## config.mk

```make
export PLATFORM = sky130hd
export DESIGN_NAME = sign_mag_add_arbiter
export DESIGN_NICKNAME = d
export VERILOG_FILES = /design/src/rtl/sign_mag_add_arbiter.sv
export SDC_FILE = /design/constraint.sdc
export NUM_CORES = 1
export LEC_CHECK = 0
export ABC_AREA = 1
export BUFFER_PORTS_ARGS = -buffer_cell sky130_fd_sc_hd__clkbuf_2
export CORE_MARGIN = 4
export CORE_UTILIZATION = 45
export CTS_CLUSTER_DIAMETER = 80
export DETAILED_ROUTE_END_ITERATION = 10
export PLACE_DENSITY = 0.73
export SLEW_MARGIN = 10
export SYNTH_ARGS = -nofsm -noshare
export SYNTH_HDL_FRONTEND = slang
export SYNTH_SLANG_ARGS = --single-unit
```

## constraint.sdc

```tcl
create_clock -name clk -period 2.9 [get_ports clk]
set_input_delay 0.145 -clock clk [delete_from_list [all_inputs] [get_ports clk]]
set_output_delay 0.145 -clock clk [all_outputs]
set_load 0.05 [all_outputs]
```

## src/rtl/sign_mag_add_arbiter.sv

```systemverilog
// sign_mag_add_arbiter: round-robin shared N-bit sign-magnitude adder for two clients (macro SIGN_MAG_NEG_ZERO_FIX_EN suppresses -0)
module sign_mag_add_arbiter #(
  parameter int N = 4
) (
  input  logic         clk,
  input  logic         reset,
  input  logic         req0,
  input  logic [N-1:0] a0,
  input  logic [N-1:0] b0,
  input  logic         req1,
  input  logic [N-1:0] a1,
  input  logic [N-1:0] b1,
  output logic         gnt0,
  output logic         gnt1,
  output logic         busy,
  output logic         vld,
  output logic         id,
  output logic [N-1:0] sum,
  output logic         ovf
);
  typedef enum logic [1:0] {IDLE, CALC, RESP} state_t;
  state_t       r_state;
  logic [N-1:0] r_op_a, r_op_b;
  logic         r_win, r_ptr;
  logic [N-2:0] w_mag_a, w_mag_b, w_max, w_min;
  logic [N-1:0] w_mag_sum;
  logic         w_same, w_sign, w_sign_out, w_ovf, w_pick1;
  assign w_mag_a   = r_op_a[N-2:0];
  assign w_mag_b   = r_op_b[N-2:0];
  assign w_max     = (w_mag_a > w_mag_b) ? w_mag_a : w_mag_b;
  assign w_min     = (w_mag_a > w_mag_b) ? w_mag_b : w_mag_a;
  assign w_sign    = (w_mag_a > w_mag_b) ? r_op_a[N-1] : r_op_b[N-1];
  assign w_same    = r_op_a[N-1] == r_op_b[N-1];
  assign w_mag_sum = w_same ? {1'b0, w_max} + {1'b0, w_min} : {1'b0, w_max} - {1'b0, w_min};
  assign w_ovf     = w_same & w_mag_sum[N-1];
`ifdef SIGN_MAG_NEG_ZERO_FIX_EN
  assign w_sign_out = w_sign & (|w_mag_sum[N-2:0]);
`else
  assign w_sign_out = w_sign;
`endif
  // client 1 wins when it is alone or when the pointer favours it
  assign w_pick1 = req1 & (~req0 | r_ptr);
  always_ff @(posedge clk) begin
    if (reset) begin
      r_state <= IDLE;
      r_op_a  <= '0;
      r_op_b  <= '0;
      r_win   <= 1'b0;
      r_ptr   <= 1'b0;
      gnt0    <= 1'b0;
      gnt1    <= 1'b0;
      busy    <= 1'b0;
      vld     <= 1'b0;
      id      <= 1'b0;
      sum     <= '0;
      ovf     <= 1'b0;
    end else begin
      case (r_state)
        IDLE: begin
          gnt0 <= 1'b0;
          gnt1 <= 1'b0;
          vld  <= 1'b0;
          if (req0 | req1) begin
            r_op_a  <= w_pick1 ? a1 : a0;
            r_op_b  <= w_pick1 ? b1 : b0;
            r_win   <= w_pick1;
            r_ptr   <= ~w_pick1;
            gnt0    <= ~w_pick1;
            gnt1    <= w_pick1;
            busy    <= 1'b1;
            r_state <= CALC;
          end
        end
        CALC: begin
          gnt0    <= 1'b0;
          gnt1    <= 1'b0;
          sum     <= {w_sign_out, w_mag_sum[N-2:0]};
          ovf     <= w_ovf;
          id      <= r_win;
          vld     <= 1'b1;
          r_state <= RESP;
        end
        RESP: begin
          vld     <= 1'b0;
          busy    <= 1'b0;
          r_state <= IDLE;
        end
        default: r_state <= IDLE;
      endcase
    end
  end
endmodule

```

# Word-level counts from Yosys, hierarchy flattened
# Cells that the tools add are included.
[word_totals] register_bits=22 inputBits=20 output_inout_bits=10 elab_cells=47
[classes] add_sub_neg=2 order_cmp=1 eq_ne=4 muxes=15 bitwise=6 n_reduce_logical=7
[op_table] cell="2-to-1 mux 4 bit" n=3
[op_table] cell="one-hot mux 1 bit (2 select lines)" n=4
[op_table] cell="2-to-1 mux 3 bit" n=2
[op_table] cell="nonzero test 2 bit" n=3
[op_table] cell="adder 3 x 3 -> 4 bit" n=1
[op_table] cell="2-to-1 mux 1 bit" n=4
[op_table] cell="one-hot mux 2 bit (2 select lines)" n=1
[op_table] cell="AND reduction 2 bit" n=2
[op_table] cell="subtractor 3 x 3 -> 4 bit" n=1
[op_table] cell="greater-than comparator 3 bit" n=1
[op_table] cell="bitwise AND 1 bit" n=2
[op_table] cell="equality test 2 x 1 -> 1 bit (second input constant)" n=1
[op_table] cell="equality test 2 bit (second input constant)" n=1
[op_table] cell="zero test 2 bit" n=1
[op_table] cell="2-to-1 mux 2 bit" n=1
[op_table] cell="!= test 2 bit (second input constant)" n=1
[op_table] cell="NOT 1 bit" n=2
[op_table] cell="OR 1 bit" n=2
[op_table] cell="OR reduction 2 bit" n=1
[op_table] cell="equality test 1 bit" n=1

# Depth between registers and ports, before layout
# Gate-level depths: netlist of run 1.
[logic_depth] depth_word=6 depth_mapped=16 depth_no_buf=16

# Least setup slack after synthesis of run 1
# OpenSTA, ideal clock, no wires.
[synth_path] path_type="reg-to-reg" start="reg r_op_b[2]" end="reg sum[1]" arrival_time_ps=2322 required_time_ps=2830 path_slack_ps=508 stages_incl_launch_ff=13 path_buffers=0 synth_period_minus_slack_ps=2392 path_cell_list="dfxtp_1 inv_1 ha_1 a21oi_1 nand2_2 nand2_2 nand2_1 nand2_1 ha_1 or2_2 nand2_1 fa_1 a21oi_1"
[synth_via] elab_chain_len=4 elab_cells_between_ends=6
[synth_lines] item="start: declaration" line="23" text="logic [N-1:0] r_op_a, r_op_b;"
[synth_lines] item="start signal: assignment" line="65" text="r_op_b <= w_pick1 ? b1 : b0;"
[synth_lines] item="greater-than comparator 3 bit *" line="30, 31"
[synth_lines] item="2-to-1 mux 3 bit, on equally long branches" line="30, 31"
[synth_lines] item="subtractor 3 x 3 -> 4 bit or adder 3 x 3 -> 4 bit (tied branches)" line="34" text="assign w_mag_sum = w_same ? {1'b0, w_max} + {1'b0, w_min} : {1'b0, w_max} - {1'b0, w_min};"
[synth_lines] item="2-to-1 mux 4 bit *" line="34"
[synth_lines] item="end signal: assignment" line="77" text="sum <= {w_sign_out, w_mag_sum[N-2:0]};"
[synth_lines] item="end: declaration" line="18" text="output logic [N-1:0] sum,"
# Mark *: on every way between the ends. The rest lies on a longest branch, timed or not.
# A chain may end at the register's enable or synchronous reset.

# Worst setup path after layout of run 1
# Same ends and word-level chain as after synthesis.

==> results.py, run 1 <==
metrics = {
    "hold_path": {
        "hold_class": "input pin to flop",
        "min_from": "reset",
        "whs_path_depth": 2,
        "hold_path_end": "r_win",
    },
    "placed_design": {
        "routabilityCongestion": 0.7818,
        "portBuffers": 29,
        "hpwl_um": 1993,
        "placed_cell_area_um2": 1343,
    },
    "timing": {
        "setup_viol": 0,
        "skew_ps": 6.412,
        "tightest_slew_ps": 659.9,
        "rsz0062_at_grt": "no",
        "timing.final.hold_violations": 0,
        "fin_crit_ps": 2608,
        "fin_crit_sh_pct": 89.94,
        "slew_violations": 0,
        "holdWs_ps": 108.9,
        "tns_ps": 0,
        "maxSlewHeadroom_pct": 55.84,
        "fmax_mhz": 383.4,
    },
    "logic_synthesis": {
        "synth.area.top_cells": "dfxtp_1 37%, nand2_1 17%, ha_1 7.4%",
        "syn_nets": 197,
        "synth_top_area_share_pct": 37.17,
        "synth_cells": 169,
        "yosysUniqueCellTypes": 19,
        "ys_ff_latch": 22,
        "synth_top_area_cell": "dfxtp_1",
        "yosysSeqAreaShare_pct": 37.17,
        "syn_area_um2": 1185,
        "avgSynthCellArea_um2": 7.011,
        "yosys_warnings": 0,
    },
    "drt": {
        "drc": 0,
        "drtIter0Drc": 19,
        "first_pass_iters": 4,
        "via_per_inst": 4.860,
        "wl_um": 2468,
        "drtAntennaViolNets": 0,
        "wl_per_cell_um": 10.82,
        "vias": 1108,
    },
    "floorplanning": {
        "design.core.area_um2": 2500,
        "die_h_um": 59.32,
        "rows": 18,
        "start_util_pct": 47.40,
        "io_pins": 30,
        "die_w_um": 59.32,
        "die_area_um2": 3518,
    },
    "critical_path": {
        "worstReg2RegEnd": "sum[1]",
        "r2r_start": "r_op_b[2]",
        "critical_path_required_ps": 3150,
        "slowest_delay_ps": 410,
        "arrival_ps": 2860,
        "cp_top_family": "adder cells",
        "critPathKind": "flop to flop",
        "path_cells": "inv_1 > ha_1 > a21oi_1 > nand2_2 > nand2_2 > nand2_1 > nand2_1 > ha_1 > or2_2 > nand2_1 > fa_1 > a21oi_1",
        "cp_max_fo": 7,
        "crit_buf_inv": 1,
        "crit_top_cell": "nand2_1",
        "critPathSlowestCell": "fa_1",
        "cp-start-kind": "flop",
        "rr_worst_depth": 12,
        "reg2reg_slack_ps": 290,
        "cp-end-kind": "flop",
    },
    "finish": {
        "final_common_cell": "nand2_1",
        "syn_to_final_growth_pct": 17.74,
        "layout_common_cells": "53 x nand2_1, 29 x clkbuf_2, 23 x inv_1, 22 x dfxtp_1, 17 x nand3_1",
        "multi_input_area_um2": 633.1,
        "regArea_um2": 440.4,
        "finish.instance_area_um2": 1395,
        "antenna_cells": 0,
        "drive_gt1_share_pct": 21.21,
        "num-fill-cells": 236,
        "final_util_pct": 55.81,
        "final_nets": 227,
    },
    "clock_tree": {
        "cts_setup_buffers": 0,
        "clkSinkCount": 22,
        "cts_buffer_depth": 2,
        "cts_tree": "yes",
        "cts_resized": 0,
        "cts-root-buf": "clkbuf_4",
        "cts_htree_levels": 1,
        "insertion_delay_ps": 300,
        "clk_pin_slew_ps": 120,
        "hold_buffers": 0,
        "numCtsBuffers": 3,
    },
    "power_and_ir_drop": {
        "power_density_nw_per_um2": 636.6,
        "peakVddDrop_mv": 0.3826,
        "leakagePower_nw": 0.7381,
        "finalPower_mw": 0.8881,
    },
    "global_route": {
        "use_met2_pct": 29.49,
        "met1_usage_pct": 19.12,
        "antenna_found_initial": 0,
        "grt.busiest_layer": "met2",
        "grt_pass1_vias": 1131,
        "track_usage_pct": 16.40,
        "gr-total-overflow": 0,
        "grt_max_degree": 15,
        "grt_pass1_wl_um": 4519,
        "grt_use_met3_pct": 2.832,
    },
    "outcome": {
        "status": "finished clean",
    },
    "flow_run": {
        "drv_cap": 0,
    },
}
==> cells in the mapped netlist <==
cell      n
xor2_1    2
o21ai_1   1
nor2_4    2
dfxtp_1  22
ha_1      7
o21ai_0   8
a21oi_1  13
nor2_2    1
buf_4     2
o31ai_1   1
nand2_1  53
buf_2     2
or2_2     2
nand2_2   3
inv_1    23
nand3_1  17
nor2_1    8
o21ai_4   1
fa_1      1
==> worst reg2reg max path, cell delays in order (launching register included) <==
cell,delay [ps]
dfxtp_1,390
inv_1,70
ha_1,300
a21oi_1,200
nand2_2,130
nand2_2,130
nand2_1,90
nand2_1,80
ha_1,240
or2_2,290
nand2_1,90
fa_1,410
a21oi_1,120
==> sequential cells by signal (all words and copies together) (netlist names) <==
name / flops
gnt0: 1
ovf: 1
r_op_b: 4
r_win: 1
busy: 1
id: 1
r_state: 2
gnt1: 1
r_ptr: 1
sum: 4
vld: 1
r_op_a: 4
==> stage by stage <==
step | setup slack, ps | std cells
after CTS | 269.7 | 228
after global routing | 60.47 | 228
after detailed placement | 293.0 | 224
after global placement | 448.0 | 224
final | 291.7 | 228
after floorplan | 508.2 | 169
==> routing by layer <==
metal	up-vias	part of all wire, %	routed length, um
met5	-	0	0
met4	0	0	0
met3	0	3.9	96
met2	22	54	1328
met1	496	42	1042
li1	590	-	-
==> where the power goes <==
| part | leakage, nW | switching [mW] | internal (mW) |
|---|---|---|---|
| combinational | 0.529 | 0.202 | 0.105 |
| clock | 0.0279 | 0.0901 | 0.140 |
| sequential | 0.181 | 0.0205 | 0.331 |
==> cells by family (layout without fill, tap and decap cells) <==
group	count (synthesis)	in the layout	share of synthesized area, %
buffers and inverters	27	56	9.398
adders and majority gates	8	8	9.081
xor gates and xnor gates	2	2	1.479
and+or+nand+nor	86	86	31.57
AOI/OAI and AO/OA	24	24	11.30
DFF	22	22	37.17
==> how the worst max path moves through the flow <==
stage	from	endpoint	slack, ps	cells after the start
finish	r_op_b[2]	sum[1]	290	12
global route	r_op_b[2]	sum[1]	60	12
CTS	r_op_b[2]	sum[1]	270	12
detailed placement	r_op_b[2]	sum[1]	290	12
global placement	r_op_b[2]	sum[1]	450	12
floorplan	r_op_b[2]	sum[1]	510	12
==> area by class of cell <==
cell class	count	area share, %
multi-input combinational	120	45.38
sequential	22	31.57
timing repair buffer	29	10.40
inverter	23	6.188
tap	30	2.691
clock inverter	1	2.152
clock buffer	3	1.614
Power figures use the tool's default switching activity.
==> run 2: changes to the inputs <==
Settings changed: CELL_PAD_IN_SITES_DETAIL_PLACEMENT from default to 0, CELL_PAD_IN_SITES_GLOBAL_PLACEMENT from default to 1, CORE_UTILIZATION 45 to 39, PLACE_DENSITY 0.73 to 0.87.
Clock period 2.9 ns to 3.4 ns, I/O delays scaled along.
==> run 2 against run 1 <==
  * Worst setup slack better by 530 ps
  * Sequential cell count unchanged
  * Global-route usage fell by 2.9 points
  * Largest power group unchanged
  * Critical endpoint unchanged
  * Sequential share of layout area barely moved
  * Critical path depth stayed put
  * Clock skew grew 1.6 ps
  * Sequential power decreased by 15%
  * Largest cell class unchanged
  * First-iteration DRC count increased by 110%
  * Final cell count rose by 0.44%
==> results.py, run 2 (synthesis results as in run 1) <==
metrics = {
    "outcome": {
        "status": "finished clean",
    },
    "critical_path": {
        "cp-end-kind": "flop",
        "worstReg2RegEnd": "sum[1]",
        "path_cells": "inv_1 > ha_1 > a21oi_1 > nand2_2 > nand2_2 > nand2_1 > nand2_1 > ha_1 > or2_2 > nand2_1 > fa_1 > a21oi_1",
        "crit_path_start": "r_op_b[2]",
        "cp-start-kind": "flop",
        "reg2reg_slack_ps": 820,
        "cp_max_fo": 7,
        "r2r_start": "r_op_b[2]",
        "slowest_delay_ps": 420,
        "rr_worst_depth": 12,
        "endpoint": "sum[1]",
        "critPathKind": "flop to flop",
        "crit_top_cell": "nand2_1",
        "critical_path_required_ps": 3650,
        "arrival_ps": 2830,
        "critPathSlowestCell": "fa_1",
    },
    "placed_design": {
        "hpwl_um": 2012,
        "routabilityCongestion": 0.7801,
        "portBuffers": 29,
        "dp.cells": 225,
    },
    "drt": {
        "vias": 1108,
        "wl_um": 2466,
        "drtAntennaViolNets": 0,
        "first_pass_iters": 4,
        "wl_per_cell_um": 10.77,
        "drc": 0,
        "via_per_inst": 4.838,
        "drtIter0Drc": 39,
    },
    "timing": {
        "slew_violations": 0,
        "fin_crit_ps": 2579,
        "setup_viol": 0,
        "fmax_mhz": 387.8,
        "skew_ps": 7.978,
        "tns_ps": 0,
        "maxSlewHeadroom_pct": 54.92,
        "tightest_slew_ps": 673.7,
        "timing.final.hold_violations": 0,
        "fin_crit_sh_pct": 75.85,
        "rsz0062_at_grt": "no",
    },
    "finish": {
        "final_common_cell": "nand2_1",
        "antenna_cells": 0,
        "fin_cells": 229,
        "final_util_pct": 49.36,
        "layout_common_cells": "53 x nand2_1, 29 x clkbuf_2, 23 x inv_1, 22 x dfxtp_1, 17 x nand3_1",
        "drive_gt1_share_pct": 21.21,
        "reg.largest.list": "r_op_a (4), r_op_b (4), sum (4)",
        "final_nets": 227,
        "syn_to_final_growth_pct": 17.85,
    },
    "clock_tree": {
        "clkSinkCount": 22,
        "clk_pin_slew_ps": 130,
        "numCtsBuffers": 3,
        "hold_buffers": 0,
        "cts_htree_levels": 1,
        "cts_tree": "yes",
        "insertion_delay_ps": 310,
        "cts_resized": 0,
        "cts-root-buf": "clkbuf_4",
        "cts_buffer_depth": 2,
        "cts_setup_buffers": 0,
    },
    "hold_path": {
        "min_from": "reset",
        "hold_class": "input pin to flop",
    },
    "floorplanning": {
        "die_h_um": 63.12,
        "die_area_um2": 3984,
        "io_pins": 30,
        "rows": 19,
        "die_w_um": 63.12,
        "start_util_pct": 41.88,
        "design.core.area_um2": 2829,
    },
    "global_route": {
        "track_usage_pct": 13.52,
        "grt_max_degree": 15,
        "antenna_found_initial": 0,
        "gr-total-overflow": 0,
        "grt_pass1_wl_um": 4422,
        "grt_pass1_vias": 1064,
    },
    "power_and_ir_drop": {
        "p_comb_share_pct": 34.2,
        "power_report.internal_total_mw": 0.4902,
        "clkPwrFrac_pct": 26.4,
        "leakagePower_nw": 0.7381,
        "power_density_nw_per_um2": 543.3,
        "switching_share_pct": 35.39,
        "peakVddDrop_mv": 0.2535,
        "seqPwrFrac_pct": 39.4,
        "switchingPower_mw": 0.2684,
    },
    "flow_run": {
        "drv_cap": 0,
    },
}
-- run 2: cell counts in the layout (fill, tap and decap cells not counted) --
Identical to the previous run, type by type.
-- run 2: power groups by stage --
stage               Clock [mW]  Combinational [mW]  Sequential (mW)
floorplan                    0               0.169            0.340
global route             0.214               0.299            0.304
finish                   0.200               0.259            0.299
CTS                      0.205               0.263            0.300
global placement             0               0.257            0.304
detailed placement           0               0.261            0.305
-- run 2: layout make-up --
class	count	area (um^2)
clock buffer	3	22.52
tap	31	38.79
sequential	22	440.4
fill	296	1433
timing repair buffer	29	145.1
clock inverter	1	30.03
inverter	23	86.33
multi-input combinational	120	633.1
-- run 2: metal layers --
metal	wire length (um)	track usage, %
met5	0	0
met3	78	1.599
met2	1242	24.24
met4	24	4.959
met1	1120	16.43
-- run 2: worst max-delay path: cells and delay by family, from the launching register on --
kind | cells | cell delay, ps
buffers and inverters | 1 | 60
AOI/OAI and AO/OA | 2 | 340
adders and majority gates | 3 | 960
and+or+nand+nor | 6 | 810
DFF | 1 | 360
-- run 2: worst min-delay path by stage --
stage | end | slack, ps | cells after the start
2_1_floorplan | busy | 360 | 3
3_3_place_gp | busy | 450 | 2
3_5_place_dp | gnt0 | 460 | 2
4_1_cts | gnt1 | 120 | 2
5_1_grt | r_state[1] | 150 | 2
6_report | r_win | 120 | 2
-- run 2: through the flow --
stage          instance area, um^2  power [mW]  setup WS [ps]  hold WS (ps)
2_1_floorplan                 1185      0.5097           1008         356.5
3_3_place_gp                  1344      0.5607          944.0         448.9
3_5_place_dp                  1344      0.5667          840.6         460.0
4_1_cts                       1396      0.7677          809.3         121.1
5_1_grt                       1396      0.8163          542.4         150.8
6_report                      1396      0.7586          821.1         120.4
